$ cat src/rtl/cnn_mul_pipe_hs.sv
// rtl/cnn_mul_pipe_hs.sv - pipelined integer multiplier with valid/ready flow control
//
// Computes p = din0 * din1 (unsigned or two's-complement per SIGNED), shifts the
// full product right by OUT_SHIFT and narrows it to dout_WIDTH, flagging ovf when
// the shifted value does not fit. Latency is NUM_STAGE cycles (1..8), one result
// per cycle, with a global stall: every stage holds while the output is blocked.
//
// Optional feature macro: CNN_MUL_SAT_EN
//   defined     - on ovf, dout saturates to the max/min of dout_WIDTH
//   not defined - dout takes the low dout_WIDTH bits of the shifted product
//
// Ports:
//   ap_clk   in   clock, rising edge
//   ap_rst   in   synchronous reset, active-high
//   in_vld   in   operand pair valid
//   in_rdy   out  operands accepted this cycle (combinational from out_vld/out_rdy)
//   din0     in   operand A, din0_WIDTH bits
//   din1     in   operand B, din1_WIDTH bits
//   out_vld  out  dout/ovf hold a result
//   out_rdy  in   consumer takes the result this cycle
//   dout     out  result, dout_WIDTH bits
//   ovf      out  result did not fit dout_WIDTH (qualified by out_vld)

module cnn_mul_pipe_hs #(
    parameter int din0_WIDTH = 11,
    parameter int din1_WIDTH = 9,
    parameter int dout_WIDTH = 20,
    parameter int NUM_STAGE  = 3,
    parameter int SIGNED     = 0,
    parameter int OUT_SHIFT  = 0
) (
    input  logic                  ap_clk,
    input  logic                  ap_rst,
    input  logic                  in_vld,
    output logic                  in_rdy,
    input  logic [din0_WIDTH-1:0] din0,
    input  logic [din1_WIDTH-1:0] din1,
    output logic                  out_vld,
    input  logic                  out_rdy,
    output logic [dout_WIDTH-1:0] dout,
    output logic                  ovf
);

    localparam int PW = din0_WIDTH + din1_WIDTH;
    // One guard bit above the wider of PW/dout_WIDTH so the range test below
    // always has at least one bit to inspect above the result field.
    localparam int XW = ((PW > dout_WIDTH) ? PW : dout_WIDTH) + 1;

    logic                  en;
    logic [NUM_STAGE-1:0]  vld;
    logic [PW-1:0]         fin_p;
    logic [PW-1:0]         shp;
    logic [XW-1:0]         ext;
    logic [XW-1:0]         hi_part;
    logic                  nar_ovf;
    logic [dout_WIDTH-1:0] nar_dout;

    // Both operands are extended to PW bits first; the low PW bits of the
    // PW x PW product are then the exact product for either signedness.
    function automatic logic [PW-1:0] mul_full(input logic [din0_WIDTH-1:0] a,
                                               input logic [din1_WIDTH-1:0] b);
        logic [PW-1:0] ea;
        logic [PW-1:0] eb;
        if (SIGNED != 0) begin
            ea = {{din1_WIDTH{a[din0_WIDTH-1]}}, a};
            eb = {{din0_WIDTH{b[din1_WIDTH-1]}}, b};
        end else begin
            ea = {{din1_WIDTH{1'b0}}, a};
            eb = {{din0_WIDTH{1'b0}}, b};
        end
        return ea * eb;
    endfunction

    // Global stall: the whole pipe moves only when the output slot is free
    // or being drained this cycle.
    assign en      = !(out_vld && !out_rdy);
    assign in_rdy  = en;
    assign out_vld = vld[NUM_STAGE-1];

    // Datapath ahead of the final (output) stage. With one stage the product
    // is formed straight from the inputs; otherwise stage 0 registers the
    // operands and any further stages delay the full product.
    generate
        if (NUM_STAGE == 1) begin : g_comb
            assign fin_p = mul_full(din0, din1);
        end else begin : g_reg
            logic [din0_WIDTH-1:0] a_r;
            logic [din1_WIDTH-1:0] b_r;
            logic [PW-1:0]         p0;

            always_ff @(posedge ap_clk) begin
                if (ap_rst) begin
                    a_r <= '0;
                    b_r <= '0;
                end else if (en) begin
                    a_r <= din0;
                    b_r <= din1;
                end
            end

            assign p0 = mul_full(a_r, b_r);

            if (NUM_STAGE == 2) begin : g_direct
                assign fin_p = p0;
            end else begin : g_dly
                logic [PW-1:0] pr [NUM_STAGE-2];

                always_ff @(posedge ap_clk) begin
                    if (ap_rst) begin
                        for (int k = 0; k < NUM_STAGE - 2; k++) begin
                            pr[k] <= '0;
                        end
                    end else if (en) begin
                        pr[0] <= p0;
                        for (int k = 1; k < NUM_STAGE - 2; k++) begin
                            pr[k] <= pr[k-1];
                        end
                    end
                end

                assign fin_p = pr[NUM_STAGE-3];
            end
        end
    endgenerate

    // Shift, extend to XW bits, then test whether everything above the
    // result field is a pure sign/zero extension of it.
    always_comb begin
        if (SIGNED != 0) begin
            shp     = $signed(fin_p) >>> OUT_SHIFT;
            ext     = {{(XW-PW){shp[PW-1]}}, shp};
            hi_part = $signed(ext) >>> (dout_WIDTH - 1);
            nar_ovf = !((hi_part == '0) || (&hi_part));
        end else begin
            shp     = fin_p >> OUT_SHIFT;
            ext     = {{(XW-PW){1'b0}}, shp};
            hi_part = ext >> dout_WIDTH;
            nar_ovf = (hi_part != '0);
        end
        nar_dout = ext[dout_WIDTH-1:0];
`ifdef CNN_MUL_SAT_EN
        if (nar_ovf) begin
            if (SIGNED == 0) begin
                nar_dout = '1;
            end else if (ext[XW-1]) begin
                nar_dout = {1'b1, {(dout_WIDTH-1){1'b0}}};
            end else begin
                nar_dout = {1'b0, {(dout_WIDTH-1){1'b1}}};
            end
        end
`endif
    end

    // Valid chain and output stage. Bubbles travel with the data, so the
    // output registers load on every enabled cycle.
    always_ff @(posedge ap_clk) begin
        if (ap_rst) begin
            vld  <= '0;
            dout <= '0;
            ovf  <= 1'b0;
        end else if (en) begin
            vld[0] <= in_vld;
            for (int i = 1; i < NUM_STAGE; i++) begin
                vld[i] <= vld[i-1];
            end
            dout <= nar_dout;
            ovf  <= nar_ovf;
        end
    end

endmodule

$ cat config.mk
export PLATFORM = sky130hd
export DESIGN_NAME = cnn_mul_pipe_hs
export DESIGN_NICKNAME = d
export VERILOG_FILES = /design/src/rtl/cnn_mul_pipe_hs.sv
export SDC_FILE = /design/constraint.sdc
export NUM_CORES = 1
export LEC_CHECK = 0
export BUFFER_PORTS_ARGS = -buffer_cell sky130_fd_sc_hd__buf_4
export CORE_ASPECT_RATIO = 0.75
export CORE_MARGIN = 2
export CORE_UTILIZATION = 50
export DETAILED_ROUTE_END_ITERATION = 7
export GPL_ROUTABILITY_DRIVEN = 1
export PLACE_DENSITY = 0.71
export SYNTH_ARGS = -nofsm -noshare
export SYNTH_HDL_FRONTEND = slang
export SYNTH_SLANG_ARGS = --single-unit
$ cat constraint.sdc
create_clock -name ap_clk -period 4.4 [get_ports ap_clk]
set_clock_uncertainty 0.1 [all_clocks]
set_input_delay 0.66 -clock ap_clk [delete_from_list [all_inputs] [get_ports ap_clk]]
set_output_delay 0.66 -clock ap_clk [all_outputs]
set_load 0.01 [all_outputs]
; ---- After elaboration in Yosys (flattened, before gate mapping)
; Memory sizes are Yosys's and may differ from the RTL's. A register that Yosys moved wholly into a read port is not among the register bits.
; Index checks and enable logic that the tools add are counted.
[op_classes]
muxes = 7
reduce_logical = 5
multipliers = 1
[op_table]
columns = operator, count
row1 = 11-bit by 9-bit multiplier with 20-bit output, 1
row2 = 20-bit two-way mux, 1
row3 = 20-bit OR reduction, 1
row4 = 1-bit two-way mux, 6
row5 = 1-bit logical NOT, 3
row6 = 1-bit logical AND, 1
[totals]
out_inout_bits = 23
ram_bits = 20
register_bits = 23
word_cells = 17
input_bits = 24
n_memories = 1
[memory_table]
columns = name, depth, width, rd, rd_clocked_by_memory_dff, write_ports, line_no
row1 = g_reg.g_dly.pr, 1, 20, 1, 1, 1, 106  ; logic [PW-1:0] pr [NUM_STAGE-2];

; ---- Longest topological paths before layout
[logic_depth]
depth_word = 7
depth_mapped = 17
mapped_depth_nobuf = 16

; ---- Worst setup path after synthesis
; Ideal clock, no wire load.
[synth_path]
path_kind = register to register
start = register g_reg.b_r[0]
end = memory g_reg.g_dly.pr[0][19] (netlist bit) (data pin)
synth_period_minus_slack_ns = 4.430
setup_ns = 0.258
setup_slack_ns = -0.030
required_ns = 4.042
arrival_ns = 4.073
n_path_buf = 1
stages_incl_launch_ff = 16
cell_sequence = dfxtp_1 clkbuf_1 nand2_1 fa_1 inv_1 fa_1 inv_1 fa_1 fa_1 inv_1 ha_1 o211a_1 a21oi_4 a21oi_2 o31a_1 mux2i_1
[synth_between]
elab_chain_len = 2
[synth_lines]
columns = element, line_no
row1 = "start, declared", 88  ; logic [din1_WIDTH-1:0] b_r;
row2 = "start signal, assigned", 97  ; b_r <= din1;
row3 = 11-bit by 9-bit multiplier with 20-bit output, 71  ; return ea * eb;
row4 = 20-bit two-way mux (no source line), n/a
row5 = "end, declared", 106
; Every way passes these cells.

; ---- Worst setup path after layout
[layout_path]
start = register g_reg.b_r[8]
end = memory g_reg.g_dly.pr[0][18] (netlist bit) (data pin)
; Same word-level chain as after synthesis.

==> reports/summary.txt <==
Synth Instances = 631
Clock Latency Late Sink = 0.33 ns
Least-Margin Pin Slew = 1.02 ns
Die area = 11600 sq um
RSZ-0062 raised after global routing = true
Clock Path Buffers = 2
CP Capture Type = register
Tot Pwr = 1.92 mW
GRT Util Overall = 0.240
Synth Cell Area = 5400 sq um
Crit path required time = 4.36 ns
Final hold vios = 0
Num CTS Buffers = 9
I/O pin count = 47
PortBufs = 45
TNS Setup = 0 ns
Synth Warn # = 0
Status = completed
Syn_nets = 759
Register clock-pin slew on the reported worst setup and hold paths = 0.05 ns
Hold Path Sink = dout[4]
CTS tree = built
Max rail drop VDD = 165 uV
Layout cells sized above 1 = 0.241
Hold Path Stages = 2
Antenna diodes = 0
Final setup fails = 0
FP Rows = 32
Layout area overhead = 25.5%
Placer Congestion = 0.919
DR pass1 iterations = 5
Core area = 10400 sq um
Critical Path Fanout Max = 9
CP startpoint kind = register
Max Clock Freq = 233 MHz
Initial antenna violation count = 0
RR Startpoint = g_reg.b_r[8]
FF-to-FF path depth = 14
Per-cell routed wire length = 16.1 microns
Worst R2R Setup Slack = 0.10 ns
Crit Path Class = register to register
Vias in the first global route = 4316
HP Start = dout[4]
Register area share after synthesis = 0.271
Final net count = 832
Starting density of the core = 0.518
Worst hold slack = 0.349 ns
Die width = 124 microns
Post-synthesis register bit count = 63
Via count = 4451
Synthesized area per cell = 8.55 sq um
CTS Sinks = 63
Via density per instance = 5.27
Worst relative slew slack = 0.319
Hpwl dp = 10.1 mm
Crit share post-route = 0.977
Clock root buffer = clkbuf_16
Grt ovf = 0
Drc violations = 0
Lkg Pwr = 3.23 nW
H-tree levels = 3
Critical Path AT = 4.26 ns
Dpl cells = 820
Final WL = 13.6 mm
DIE HEIGHT = 94.0 microns
# hold bufs at CTS = 0
Post-layout util = 0.650
Final antenna-violating net count = 0
First-pass GRT wire length = 21.2 mm
Count of cell types in the netlist = 39
Max_cap viols = 0
Hold Path Class = register to register
Period minus WS final = 4.30 ns
Largest net degree at the start of global routing = 49
PwrDens = 283 nW/um^2
Fin cells = 845
Worst R2R End = g_reg.g_dly.pr[0][18]
Starting DRT DRC Count = 382
Count of pins over their slew limit = 0
## logic make-up (layout without fill, tap and decap cells)
group | Yosys count | count (layout) | share of synthesized area
muxes | 2 | 2 | 0.00371
xor gates and xnor gates | 6 | 6 | 0.00974
other | 1 | 1 | 0.000695
adders and majority gates | 104 | 104 | 0.330
AOI/OAI and AO/OA | 85 | 85 | 0.0967
buffers and inverters | 132 | 210 | 0.0928
DFF | 63 | 63 | 0.271
and+or+nand+nor | 238 | 238 | 0.195
## sequential cells by signal (all words and copies together), names as in the netlist
| signal | flops |
|---|---|
| dout | 20 |
| vld | 3 |
| g_reg.g_dly.pr | 20 |
| g_reg.b_r | 9 |
| g_reg.a_r | 11 |
## how the worst max path moves through the flow
stage,cells after the start,endpoint,from,slack [ns]
after floorplan,15,g_reg.g_dly.pr[0][19],g_reg.b_r[1],0.005
after global placement,14,g_reg.g_dly.pr[0][19],g_reg.a_r[7],-0.20
after detailed placement,14,g_reg.g_dly.pr[0][19],g_reg.a_r[7],-0.22
after CTS,14,g_reg.g_dly.pr[0][19],g_reg.b_r[3],0.01
after global routing,15,g_reg.g_dly.pr[0][16],g_reg.b_r[2],-0.04
final,14,g_reg.g_dly.pr[0][18],g_reg.b_r[8],0.10
## layer usage
metal | global-route usage | routed length [microns] | vias to the layer above | share of wire
li1 | - | - | 2108 | -
met1 | 0.349 | 6220 | 2160 | 0.46
met2 | 0.372 | 6160 | 162 | 0.45
met3 | 0.0479 | 1010 | 21 | 0.075
met4 | 0.0552 | 191 | 0 | 0.014
met5 | 0 | 0 | - | 0
## synthesized netlist by cell type
library cell,n,area share
clkbuf_1,32,0.022
inv_1,93,0.065
a21o_2,1,0.0016
fa_1,64,0.24
and3_1,1,0.0012
nand2b_1,2,0.0023
nand4_1,3,0.0035
inv_2,1,0.00070
or3_1,2,0.0023
nor2_1,12,0.0083
xor2_1,3,0.0049
o221ai_1,1,0.0016
o21ai_0,4,0.0037
dfxtp_1,43,0.16
conb_1,1,0.00070
o21ai_1,2,0.0019
o211a_1,1,0.0019
nor3_1,11,0.010
nor3b_1,1,0.0014
mux2i_1,2,0.0037
o21a_1,7,0.0097
buf_2,1,0.00093
o31a_1,2,0.0032
buf_4,1,0.0014
a211oi_1,3,0.0042
nor4_1,2,0.0023
o2111ai_2,1,0.0028
a21oi_2,2,0.0032
a211o_1,2,0.0032
buf_1,4,0.0028
ha_1,40,0.093
a21oi_4,1,0.0030
xnor2_1,3,0.0049
nand2_1,157,0.11
and2_1,44,0.051
nor2b_1,3,0.0035
edfxtp_1,20,0.11
a21o_1,6,0.0083
a21oi_1,52,0.048
## cells in the final DEF, fill, tap and decap left out, types with 3 or more instances in the layout
cell	netlist	layout
a21o_1	6	6
a21oi_1	52	47
a21oi_2	2	7
and2_1	44	43
buf_12	0	3
buf_4	1	92
buf_6	0	5
clkbuf_16	0	9
dfxtp_1	43	24
dfxtp_2	0	5
dfxtp_4	0	14
edfxtp_1	20	20
fa_1	64	60
fa_2	0	4
ha_1	40	32
ha_4	0	7
inv_1	93	91
inv_2	1	3
nand2_1	157	155
nand4_1	3	3
nor2_1	12	12
nor3_1	11	8
nor3_2	0	3
o21a_1	7	7
o21ai_0	4	3
o21ai_1	2	3
xnor2_1	3	3
xor2_1	3	3
## power by group
part,internal [mW],switching [mW]
Sequential,0.651,0.0407
Clock,0.411,0.263
Combinational,0.266,0.284
## metrics by stage
step	worst slack (ns)	cell area, sq um
final	0.100	6770
after detailed placement	-0.222	6130
after floorplan	0.00543	5400
after global routing	-0.0426	6770
after global placement	-0.203	6130
after CTS	0.0142	6450
## final cells by class
cell class              instances  area (sq um)
repair buffers                100           807
multi-input cells             436          3640
inverters                      94           353
clock inverters                 3          18.8
fillers                       813          3640
well taps                     136           170
clock buffers                  13           260
flip-flops and latches         63          1520
## critical path: stages (launching register included)
cell	delay, ns
dfxtp_4	0.37
buf_6	0.15
and2_1	0.16
fa_1	0.51
fa_1	0.44
inv_1	0.09
fa_1	0.43
fa_1	0.54
inv_1	0.08
ha_4	0.23
a211o_1	0.33
a21o_1	0.18
a21o_1	0.19
nor3_2	0.16
nor3_1	0.07
## timing repair
| item | CTS | global route |
|---|---|---|
| gates resized for setup | 15 | 59 |
| pin swaps | 5 | 32 |
| setup endpoints to repair | 11 | 9 |
| setup buffers | 0 | 9 |
Power figures use the tool's default switching activity.
